$ cat src/rtl/output_drain_buffer.sv
// output_drain_buffer
//   Egress buffer for the systolic array. Result lanes arrive skewed (lane k lags lane 0 by
//   k cycles). They are realigned into rows, queued in a first-word-fall-through FIFO and
//   drained over a valid/ready handshake.
//
// Ports
//   i_clk        clock, all logic on posedge
//   i_rst_n      synchronous active-low reset
//   i_clear      synchronous flush of FIFO, delay-line valids and sticky flags
//   i_res_valid  per-lane result strobe (skewed)
//   i_res_data   per-lane result data, lane k = [k*ACC_WIDTH +: ACC_WIDTH]
//   i_ready      downstream accepts the head row
//   o_valid      head row available
//   o_data       head row, zero when o_valid is low
//   o_ovf        sticky: a complete row was dropped because the FIFO was full
//   o_align_err  sticky: a partial row appeared at the deskew output
//   o_count      FIFO occupancy (present only when OB_STATUS_EN is defined)
//
// Configuration
//   OB_STATUS_EN  defined: adds the registered o_count occupancy port.
module output_drain_buffer #(
    parameter int unsigned LANES      = 3,
    parameter int unsigned ACC_WIDTH  = 16,
    parameter int unsigned ADDR_WIDTH = 2
) (
    input  logic                       i_clk,
    input  logic                       i_rst_n,
    input  logic                       i_clear,
    input  logic [LANES-1:0]           i_res_valid,
    input  logic [LANES*ACC_WIDTH-1:0] i_res_data,
    input  logic                       i_ready,
`ifdef OB_STATUS_EN
    output logic [ADDR_WIDTH:0]        o_count,
`endif
    output logic                       o_valid,
    output logic [LANES*ACC_WIDTH-1:0] o_data,
    output logic                       o_ovf,
    output logic                       o_align_err
);

    localparam int unsigned DEPTH = 2 ** ADDR_WIDTH;
    localparam int unsigned ROW_W = LANES * ACC_WIDTH;

    // Aligned lane valids and data at the deskew output
    logic [LANES-1:0] w_av;
    logic [ROW_W-1:0] w_ad;

    // Lane k is delayed by LANES-1-k registers so all lanes of a row line up
    for (genvar k = 0; k < LANES; k++) begin : g_lane
        localparam int unsigned D = LANES - 1 - k;
        if (D == 0) begin : g_pass
            assign w_av[k]                         = i_res_valid[k];
            assign w_ad[k*ACC_WIDTH +: ACC_WIDTH] = i_res_data[k*ACC_WIDTH +: ACC_WIDTH];
        end else begin : g_dly
            logic [D-1:0]                r_v;
            logic [D-1:0][ACC_WIDTH-1:0] r_d;
            // Register chain plus the new sample; the top element is the delayed tap
            logic [D:0]                  w_vcat;
            logic [D:0][ACC_WIDTH-1:0]   w_dcat;

            assign w_vcat = {r_v, i_res_valid[k]};
            assign w_dcat = {r_d, i_res_data[k*ACC_WIDTH +: ACC_WIDTH]};

            always_ff @(posedge i_clk) begin
                if (!i_rst_n) begin
                    r_v <= '0;
                    r_d <= '0;
                end else if (i_clear) begin
                    // Data may keep stale values; only valids gate row formation
                    r_v <= '0;
                end else begin
                    r_v <= w_vcat[D-1:0];
                    r_d <= w_dcat[D-1:0];
                end
            end

            assign w_av[k]                         = w_vcat[D];
            assign w_ad[k*ACC_WIDTH +: ACC_WIDTH] = w_dcat[D];
        end
    end

    logic [ROW_W-1:0]    r_mem [DEPTH];
    logic [ADDR_WIDTH:0] r_wr_ptr;
    logic [ADDR_WIDTH:0] r_rd_ptr;
    logic                r_ovf;
    logic                r_align_err;

    logic w_wr_req;
    logic w_partial;
    logic w_empty;
    logic w_full;
    logic w_push;
    logic w_pop;

    assign w_wr_req  = &w_av;
    assign w_partial = (|w_av) & ~(&w_av);

    // Extra pointer MSB distinguishes full from empty when the addresses match
    assign w_empty = (r_wr_ptr == r_rd_ptr);
    assign w_full  = (r_wr_ptr[ADDR_WIDTH] != r_rd_ptr[ADDR_WIDTH]) &&
                     (r_wr_ptr[ADDR_WIDTH-1:0] == r_rd_ptr[ADDR_WIDTH-1:0]);

    assign w_pop  = ~w_empty & i_ready;
    // A full FIFO still accepts a row when the head leaves in the same cycle
    assign w_push = w_wr_req & (~w_full | w_pop);

    always_ff @(posedge i_clk) begin
        if (!i_rst_n) begin
            r_wr_ptr    <= '0;
            r_rd_ptr    <= '0;
            r_ovf       <= 1'b0;
            r_align_err <= 1'b0;
            for (int i = 0; i < DEPTH; i++) begin
                r_mem[i] <= '0;
            end
        end else if (i_clear) begin
            r_wr_ptr    <= '0;
            r_rd_ptr    <= '0;
            r_ovf       <= 1'b0;
            r_align_err <= 1'b0;
        end else begin
            if (w_push) begin
                r_mem[r_wr_ptr[ADDR_WIDTH-1:0]] <= w_ad;
                r_wr_ptr                        <= r_wr_ptr + 1'b1;
            end
            if (w_pop) begin
                r_rd_ptr <= r_rd_ptr + 1'b1;
            end
            if (w_wr_req && w_full && !w_pop) begin
                r_ovf <= 1'b1;
            end
            if (w_partial) begin
                r_align_err <= 1'b1;
            end
        end
    end

`ifdef OB_STATUS_EN
    logic [ADDR_WIDTH:0] r_count;

    always_ff @(posedge i_clk) begin
        if (!i_rst_n || i_clear) begin
            r_count <= '0;
        end else begin
            unique case ({w_push, w_pop})
                2'b10:   r_count <= r_count + 1'b1;
                2'b01:   r_count <= r_count - 1'b1;
                default: r_count <= r_count;
            endcase
        end
    end

    assign o_count = r_count;
`endif

    assign o_valid     = ~w_empty;
    assign o_data      = w_empty ? '0 : r_mem[r_rd_ptr[ADDR_WIDTH-1:0]];
    assign o_ovf       = r_ovf;
    assign o_align_err = r_align_err;

endmodule

$ cat config.mk
export PLATFORM = sky130hd
export DESIGN_NAME = output_drain_buffer
export DESIGN_NICKNAME = d
export VERILOG_FILES = /design/src/rtl/output_drain_buffer.sv
export SDC_FILE = /design/constraint.sdc
export NUM_CORES = 1
export LEC_CHECK = 0
export CELL_PAD_IN_SITES_DETAIL_PLACEMENT = 0
export CELL_PAD_IN_SITES_GLOBAL_PLACEMENT = 1
export CORE_UTILIZATION = 47
export CTS_CLUSTER_DIAMETER = 120
export DETAILED_ROUTE_END_ITERATION = 6
export PLACE_DENSITY = 0.85
export SYNTH_ARGS = -nofsm -noshare
export SYNTH_HDL_FRONTEND = slang
export SYNTH_SLANG_ARGS = --single-unit
$ cat constraint.sdc
create_clock -name i_clk -period 6.9 [get_ports i_clk]
set_clock_uncertainty 0.15 [all_clocks]
set_input_delay 1.035 -clock i_clk [delete_from_list [all_inputs] [get_ports i_clk]]
set_output_delay 1.035 -clock i_clk [all_outputs]
set_load 0.02 [all_outputs]
==> impl_metrics.xml, run 1 <==
<?xml version="1.0" encoding="UTF-8"?>
<metrics>
  <group name="outcome">
    <metric name="status" unit="">finished with violations</metric>
    <metric name="violations" unit="">DRC</metric>
  </group>
  <group name="logic_synthesis">
    <metric name="syn_inst" unit="">789</metric>
    <metric name="synthesis.area" unit="mm2">0.0107</metric>
    <metric name="post_synth_top_cells" unit="">edfxtp_1 (192), nor2_1 (187), dfxtp_1 (61), and2_1 (51), nand2_1 (51)</metric>
    <metric name="yosysTopAreaCellShare" unit="">0.540</metric>
    <metric name="ys.flop_type" unit="">edfxtp_1</metric>
    <metric name="mappedNetlistNets" unit="">846</metric>
    <metric name="yosysSeqAreaShare" unit="">0.654</metric>
    <metric name="synth.most_common_cell" unit="">edfxtp_1</metric>
    <metric name="number_of_flops_mapped_to_enable_cells_by_yosys" unit="">192</metric>
    <metric name="post_synth.cell_area_avg" unit="um2">13.5</metric>
    <metric name="yosysTopAreaCell" unit="">edfxtp_1</metric>
    <metric name="synth_seq_cells" unit="">253</metric>
    <metric name="ys_top_cells_by_area" unit="">edfxtp_1 (54%), dfxtp_1 (11%), mux4_2 (10%)</metric>
    <metric name="synth_warnings" unit="">0</metric>
    <metric name="synthArstFlopShare" unit="">0</metric>
    <metric name="distinct_cell_type_count_after_synthesis" unit="">30</metric>
  </group>
  <group name="clock_network">
    <metric name="cts_made_buffers" unit="">26</metric>
    <metric name="post-cts-setup-buffer-count" unit="">0</metric>
    <metric name="ctsLongestPathBuffers" unit="">3</metric>
    <metric name="clkSlewWorstSetupHoldPaths" unit="ns">0.06</metric>
    <metric name="root_buffer" unit="">clkbuf_16</metric>
    <metric name="cts.hold.buffers_added" unit="">0</metric>
    <metric name="cts_tree" unit="">done</metric>
    <metric name="clock_sink_count" unit="">253</metric>
    <metric name="clock_latency_on_the_worst_skew_pair" unit="ns">0.52</metric>
    <metric name="clock_tree.htree_level_count" unit="">1</metric>
    <metric name="cts_repair_resize_count" unit="">0</metric>
  </group>
  <group name="detailed_routing">
    <metric name="drt_wl_total" unit="um">22000</metric>
    <metric name="wl_met3" unit="um">1180</metric>
    <metric name="avgRoutedWirePerCell" unit="um">18.7</metric>
    <metric name="dr.max_layer_used" unit="">met4</metric>
    <metric name="wl_met2" unit="um">10900</metric>
    <metric name="dr.first_iter.drc_count" unit="">394</metric>
    <metric name="met1Wirelength" unit="um">9440</metric>
    <metric name="routed_via_density" unit="">5.33</metric>
    <metric name="dr.pass1.iters" unit="">7</metric>
    <metric name="drt.antenna.violating_nets" unit="">0</metric>
    <metric name="num_vias" unit="">6278</metric>
    <metric name="route.detailed.drc" unit="">5</metric>
  </group>
  <group name="power">
    <metric name="static-leakage-power" unit="nW">4.34</metric>
    <metric name="power_report.internal_total" unit="mW">2.52</metric>
    <metric name="power.switching" unit="uW">641</metric>
    <metric name="share_clk_of_total_power" unit="">0.417</metric>
    <metric name="power.share.combinational" unit="">0.043</metric>
    <metric name="vdd_drop_max" unit="uV">140</metric>
    <metric name="sequentialPowerShare" unit="">0.540</metric>
    <metric name="sw_frac_of_total" unit="">0.203</metric>
    <metric name="cellPowerDensity" unit="mW/mm2">247</metric>
  </group>
  <group name="worst_hold_path">
    <metric name="hold_path_class" unit="">reg2reg</metric>
    <metric name="hold_start" unit="">g_lane[0].g_dly.r_v[0]</metric>
  </group>
  <group name="timing">
    <metric name="drv_slew" unit="">0</metric>
    <metric name="slew_headroom" unit="">0.217</metric>
    <metric name="transition_time_of_the_tightest_slew_check_pin" unit="ns">1.17</metric>
    <metric name="layout_worst_path_cycle_share" unit="">0.624</metric>
    <metric name="final.setup.worst_slack" unit="ns">2.60</metric>
    <metric name="fmax" unit="MHz">232</metric>
    <metric name="setup-violations-final" unit="">0</metric>
    <metric name="final_report_hold_violation_count" unit="">0</metric>
    <metric name="timing.final.crit_period" unit="ns">4.30</metric>
    <metric name="grt_setup_unrepaired" unit="">no</metric>
    <metric name="finalSetupTns" unit="ns">0</metric>
  </group>
  <group name="global_routing">
    <metric name="grt_start_max_net_pins" unit="">55</metric>
    <metric name="globalRouteTotalUtil" unit="">0.194</metric>
    <metric name="vias_in_the_first_global_route" unit="">6514</metric>
    <metric name="grt_antenna_before_repair" unit="">0</metric>
    <metric name="grt_first_pass_wirelength" unit="um">35400</metric>
    <metric name="globalRouteOverflowTotal" unit="">0</metric>
  </group>
  <group name="placement">
    <metric name="dp_worst_setup_slack" unit="ns">2.07</metric>
    <metric name="numPortBuffers" unit="">105</metric>
    <metric name="gp_congestion" unit="">0.725</metric>
    <metric name="dpl.hpwl" unit="um">13400</metric>
    <metric name="dp.cells" unit="">1130</metric>
  </group>
  <group name="finish">
    <metric name="layout.cells.non_filler" unit="">1178</metric>
    <metric name="n_antenna_cell" unit="">0</metric>
    <metric name="filler_cell_count" unit="">1752</metric>
    <metric name="design.final.nets" unit="">935</metric>
    <metric name="syn2layout_area_growth" unit="%">19.7</metric>
    <metric name="layout-drive-gt1-share" unit="">0.130</metric>
  </group>
  <group name="worst_setup_path">
    <metric name="cp.arrival" unit="ns">4.37</metric>
    <metric name="setup.worst_path.start_class" unit="">primary input</metric>
    <metric name="setup.worst_path.start" unit="">i_ready</metric>
    <metric name="critPathCaptureType" unit="">flop</metric>
    <metric name="rr_startpoint" unit="">r_wr_ptr[1]</metric>
    <metric name="setup.worst_path.class" unit="">in2reg</metric>
    <metric name="crit_required" unit="ns">6.97</metric>
    <metric name="timing.critical_path.fanout_max" unit="">49</metric>
  </group>
  <group name="die">
    <metric name="chipHeight" unit="um">153</metric>
    <metric name="core" unit="mm2">0.0220</metric>
    <metric name="dieWidth" unit="um">153</metric>
    <metric name="floorplan.die_area" unit="mm2">0.0233</metric>
    <metric name="core_rows" unit="">54</metric>
    <metric name="io_pins" unit="">106</metric>
    <metric name="initial_utilization" unit="">0.485</metric>
  </group>
  <group name="run">
    <metric name="cap_violations" unit="">0</metric>
  </group>
</metrics>
[stage by stage]
stage                      util  total power [mW]  area [um2]  hold WS [ns]
after detailed placement  0.545              1.87       12000         0.267
final                     0.581              3.16       12800         0.276
after global routing      0.581              3.26       12800         0.308
after CTS                 0.581              3.18       12800         0.284
after floorplan               -              1.81       10700         0.256
after global placement    0.545              1.87       12000         0.259
[layout by cell type (no fill, tap or decap), drive strengths merged, types with 2 or more instances in the layout]
cell,synthesis,layout
nor2,197,197
edfxtp,192,192
clkdlybuf4s50,0,103
dfxtp,61,61
and2,51,51
nand2,51,51
nor2b,49,49
mux4,48,48
mux2i,48,48
clkbuf,35,40
buf,21,14
clkinv,0,7
o21ai,6,6
xor2,5,5
o21a,3,3
or3,3,3
or3b,2,2
nand3,2,2
inv,2,2
a21oi,2,2
nor3,2,2
ha,2,2
o31ai,2,2
[registers in the layout (all words and copies together) (netlist names), named ones only]
| name | cells |
|---|---|
| o_ovf | 1 |
| g_lane.g_dly.r_d | 48 |
| o_align_err | 1 |
| r_mem | 192 |
| r_rd_ptr | 3 |
| r_wr_ptr | 3 |
| g_lane.g_dly.r_v | 3 |
[cells by family after synthesis]
group / share of synthesized area
buf+inv: 0.0242
fa+ha+maj: 0.00234
compound gates: 0.00878
flops: 0.654
simple gates: 0.160
mux: 0.146
xor+xnor: 0.00492
[area by class of cell]
| class | count | area [um2] | area share |
|---|---|---|---|
| clock buffers | 40 | 734 | 0.0574 |
| clock inverters | 8 | 61.3 | 0.00479 |
| inverters | 2 | 7.51 | 0.000587 |
| multi-input cells | 478 | 3510 | 0.275 |
| flip-flops and latches | 253 | 6990 | 0.547 |
| well taps | 280 | 350 | 0.0274 |
| repair buffers | 117 | 1130 | 0.0886 |
[power groups by stage]
stage	combinational, mW	sequential [mW]	clock [mW]
3_5_place_dp	0.139	1.74	0
6_report	0.136	1.70	1.32
3_3_place_gp	0.136	1.73	0
5_1_grt	0.149	1.71	1.40
4_1_cts	0.139	1.70	1.34
2_1_floorplan	0.0769	1.73	0
[critical path: stages]
cell and delay (ns):
clkdlybuf4s50_1 0.48, o41ai_4 1.01, buf_4 0.38, or3_4 0.67
o21ai_4 0.32, buf_4 0.39
[metal layers]
metal / global-route usage / vias to the layer above
met2: 0.339 / 185
met4: 0.0433 / 0
met5: 0 / -
met1: 0.258 / 3112
li1: - / 2950
met3: 0.0293 / 31
[worst paths after layout]
kind | endpoint | slack, ns | cells after the start
worst min register to register | g_lane[0].g_dly.r_v[1] | 0.28 | 1
worst max-delay path | r_mem[0][8] | 2.60 | 6
worst min-delay path | g_lane[0].g_dly.r_v[1] | 0.28 | 1
worst max register to register | r_mem[0][8] | 2.95 | 6
(Power assumes the default switching activity.)
==> inputs of run 2 (changes only) <==
Settings changed: CORE_UTILIZATION 47 to 42, PLACE_DENSITY 0.85 to 0.8.
Clock period 6.9 ns to 3.5 ns, I/O delays scaled along.
==> run 2 against run 1 <==
  * The flow now finishes without violations
  * Utilization fell by 6.1 points
  * Routed wire length rose by 2.9%
  * Register-to-register slack got worse by 1.9 ns
  * Global-route usage fell by 1.6 points
  * Setup slack got worse by 2.5 ns
  * Count of clock-buffer cells in the layout rose by 3
  * Hold slack barely moved
  * Highest routed layer unchanged
  * Largest cell class unchanged
  * Critical path type is now reg2out
  * Critical endpoint is now o_data[33]
  * Die area rose by 12%
  * Critical path depth fell by 1
==> impl_metrics.xml, run 2 (synthesized netlist as in run 1, its figures left out) <==
<?xml version="1.0" encoding="UTF-8"?>
<metrics>
  <group name="die">
    <metric name="floorplan.die_area" unit="mm2">0.0261</metric>
    <metric name="chipHeight" unit="um">162</metric>
    <metric name="io_pins" unit="">106</metric>
    <metric name="core_rows" unit="">58</metric>
    <metric name="initial_utilization" unit="">0.427</metric>
    <metric name="core" unit="mm2">0.0250</metric>
    <metric name="dieWidth" unit="um">162</metric>
  </group>
  <group name="global_routing">
    <metric name="grtUsageMet2" unit="">0.298</metric>
    <metric name="vias_in_the_first_global_route" unit="">6493</metric>
    <metric name="met1_track_demand_over_resource" unit="">0.250</metric>
    <metric name="top_usage_layer" unit="">met2</metric>
    <metric name="gr_met3_demand_resource" unit="">0.0241</metric>
    <metric name="grt_first_pass_wirelength" unit="um">36000</metric>
    <metric name="globalRouteTotalUtil" unit="">0.179</metric>
    <metric name="grt_start_max_net_pins" unit="">58</metric>
    <metric name="globalRouteOverflowTotal" unit="">0</metric>
    <metric name="grt_antenna_before_repair" unit="">0</metric>
  </group>
  <group name="clock_network">
    <metric name="root_buffer" unit="">clkbuf_16</metric>
    <metric name="clock_sink_count" unit="">253</metric>
    <metric name="clkSlewWorstSetupHoldPaths" unit="ns">0.06</metric>
    <metric name="cts.hold.buffers_added" unit="">0</metric>
    <metric name="post-cts-setup-buffer-count" unit="">0</metric>
    <metric name="ctsLongestPathBuffers" unit="">3</metric>
    <metric name="clock_latency_on_the_worst_skew_pair" unit="ns">0.52</metric>
    <metric name="clock_tree.htree_level_count" unit="">1</metric>
    <metric name="cts_made_buffers" unit="">26</metric>
    <metric name="cts_tree" unit="">done</metric>
  </group>
  <group name="worst_setup_path">
    <metric name="setup.worst_path.start" unit="">r_rd_ptr[2]</metric>
    <metric name="rr_endpoint" unit="">r_mem[0][47]</metric>
    <metric name="rrSetupSlack" unit="ns">1.04</metric>
    <metric name="cp.arrival" unit="ns">2.71</metric>
    <metric name="timing.critical_path.fanout_max" unit="">29</metric>
    <metric name="rr_startpoint" unit="">r_rd_ptr[2]</metric>
    <metric name="setup.worst_path.class" unit="">reg2out</metric>
    <metric name="r2r_worst_path_depth" unit="">5</metric>
    <metric name="critPathCaptureType" unit="">output pin</metric>
    <metric name="crit_required" unit="ns">2.82</metric>
    <metric name="critical_path.endpoint" unit="">o_data[33]</metric>
    <metric name="setup.worst_path.start_class" unit="">flop</metric>
  </group>
  <group name="timing">
    <metric name="finalSetupTns" unit="ns">0</metric>
    <metric name="setup-violations-final" unit="">0</metric>
    <metric name="drv_slew" unit="">0</metric>
    <metric name="layout_worst_path_cycle_share" unit="">0.968</metric>
    <metric name="final_report_hold_violation_count" unit="">0</metric>
    <metric name="slew_headroom" unit="">0.442</metric>
    <metric name="transition_time_of_the_tightest_slew_check_pin" unit="ns">0.837</metric>
    <metric name="fmax" unit="MHz">295</metric>
    <metric name="grt_setup_unrepaired" unit="">no</metric>
    <metric name="timing.final.crit_period" unit="ns">3.39</metric>
  </group>
  <group name="finish">
    <metric name="seqCellArea" unit="mm2">0.00699</metric>
    <metric name="multi_input_comb_area" unit="mm2">0.00353</metric>
    <metric name="reg_top3" unit="">r_mem: 192 flops, g_lane.g_dly.r_d: 48 flops</metric>
    <metric name="design.final.nets" unit="">944</metric>
    <metric name="filler_cell_count" unit="">2182</metric>
    <metric name="layout-drive-gt1-share" unit="">0.146</metric>
    <metric name="syn2layout_area_growth" unit="%">21.7</metric>
    <metric name="layout.cells.most_common" unit="">edfxtp_1</metric>
    <metric name="commonest_non_fill_non_tap_cells_in_the_layout" unit="">edfxtp_1 (192), nor2_1 (187), clkdlybuf4s50_1 (103)</metric>
    <metric name="final_core_utilization" unit="">0.520</metric>
    <metric name="largest_register_ff_count" unit="">192</metric>
    <metric name="largest_register" unit="">r_mem</metric>
  </group>
  <group name="detailed_routing">
    <metric name="drt.antenna.violating_nets" unit="">0</metric>
    <metric name="num_vias" unit="">6302</metric>
    <metric name="drt_wl_total" unit="um">22600</metric>
    <metric name="dr.pass1.iters" unit="">7</metric>
    <metric name="routed_via_density" unit="">5.09</metric>
    <metric name="avgRoutedWirePerCell" unit="um">18.3</metric>
    <metric name="dr.first_iter.drc_count" unit="">383</metric>
    <metric name="route.detailed.drc" unit="">0</metric>
  </group>
  <group name="placement">
    <metric name="numPortBuffers" unit="">105</metric>
    <metric name="gp_congestion" unit="">0.711</metric>
    <metric name="dpl.hpwl" unit="um">13100</metric>
  </group>
  <group name="power">
    <metric name="static-leakage-power" unit="nW">4.41</metric>
    <metric name="cellPowerDensity" unit="mW/mm2">481</metric>
    <metric name="vdd_drop_max" unit="uV">305</metric>
  </group>
  <group name="worst_hold_path">
    <metric name="hold_path_class" unit="">reg2reg</metric>
  </group>
  <group name="run">
    <metric name="cap_violations" unit="">0</metric>
  </group>
  <group name="outcome">
    <metric name="status" unit="">finished, final reports clean</metric>
  </group>
</metrics>
-- run 2: changes by cell type in the layout (fill, tap and decap cells not counted), sizes merged --
cell | before | now
clkinvlp | 0 | 1
clkbuf | 40 | 43
diode | 0 | 1
buf | 14 | 23
clkinv | 7 | 4
bufinv | 1 | 0
-- run 2: per-stage QoR --
step                      hold slack [ns]  power, mW  setup WS (ns)  instance area (um2)  std cells
after CTS                           0.280       6.32         0.0129                13000       1237
after detailed placement            0.265       3.70          0.459                12200       1189
after global routing                0.313       6.45         0.0240                13000       1237
final                               0.275       6.25          0.110                13000       1238
after global placement              0.260       3.69          0.502                12200       1189
after floorplan                     0.256       3.56          0.151                10700        789
-- run 2: timing repair --
action,in CTS,in global routing
endpoints found under the setup margin,10,27
resized for setup,1,3
cloned,0,0
-- run 2: worst min-delay path by stage --
stage | from | end | cells past startpoint
after global placement | g_lane[0].g_dly.r_v[0] | g_lane[0].g_dly.r_v[1] | 1
after global routing | g_lane[0].g_dly.r_v[0] | g_lane[0].g_dly.r_v[1] | 1
after floorplan | g_lane[0].g_dly.r_v[0] | g_lane[0].g_dly.r_v[1] | 1
after detailed placement | g_lane[0].g_dly.r_v[0] | g_lane[0].g_dly.r_v[1] | 1
final | g_lane[0].g_dly.r_v[0] | g_lane[0].g_dly.r_v[1] | 1
after CTS | g_lane[0].g_dly.r_v[0] | g_lane[0].g_dly.r_v[1] | 1
-- run 2: final cells by class --
cell class,instances,share of cell area
antenna,1,0.000192
clock buffer,43,0.0605
clock inverter,5,0.00202
inverter,2,0.000577
multi-input combinational,478,0.271
sequential,253,0.538
tap,330,0.0317
timing repair buffer,126,0.0962
-- run 2: layer usage --
metal / share of wire / wire length (um) / vias to the layer above
li1: - / - / 2976
met1: 0.44 / 10000 / 3118
met2: 0.49 / 11000 / 175
met3: 0.051 / 1160 / 33
met4: 0.017 / 388 / 0
met5: 0 / 0 / -
-- run 2: where the power goes --
part / leakage (nW) / internal, mW / switching (mW)
Sequential: 2.50 / 3.32 / 0.0355
Clock: 0.394 / 1.53 / 1.09
Combinational: 1.52 / 0.132 / 0.145
Total: 4.41 / 4.98 / 1.27
-- run 2: worst max-delay path: stages, from the launching register on --
cell	delay, ns
dfxtp_1	0.36
xor2_1	0.20
or3_2	0.64
buf_4	0.27
and2_1	0.17
clkdlybuf4s50_1	0.53
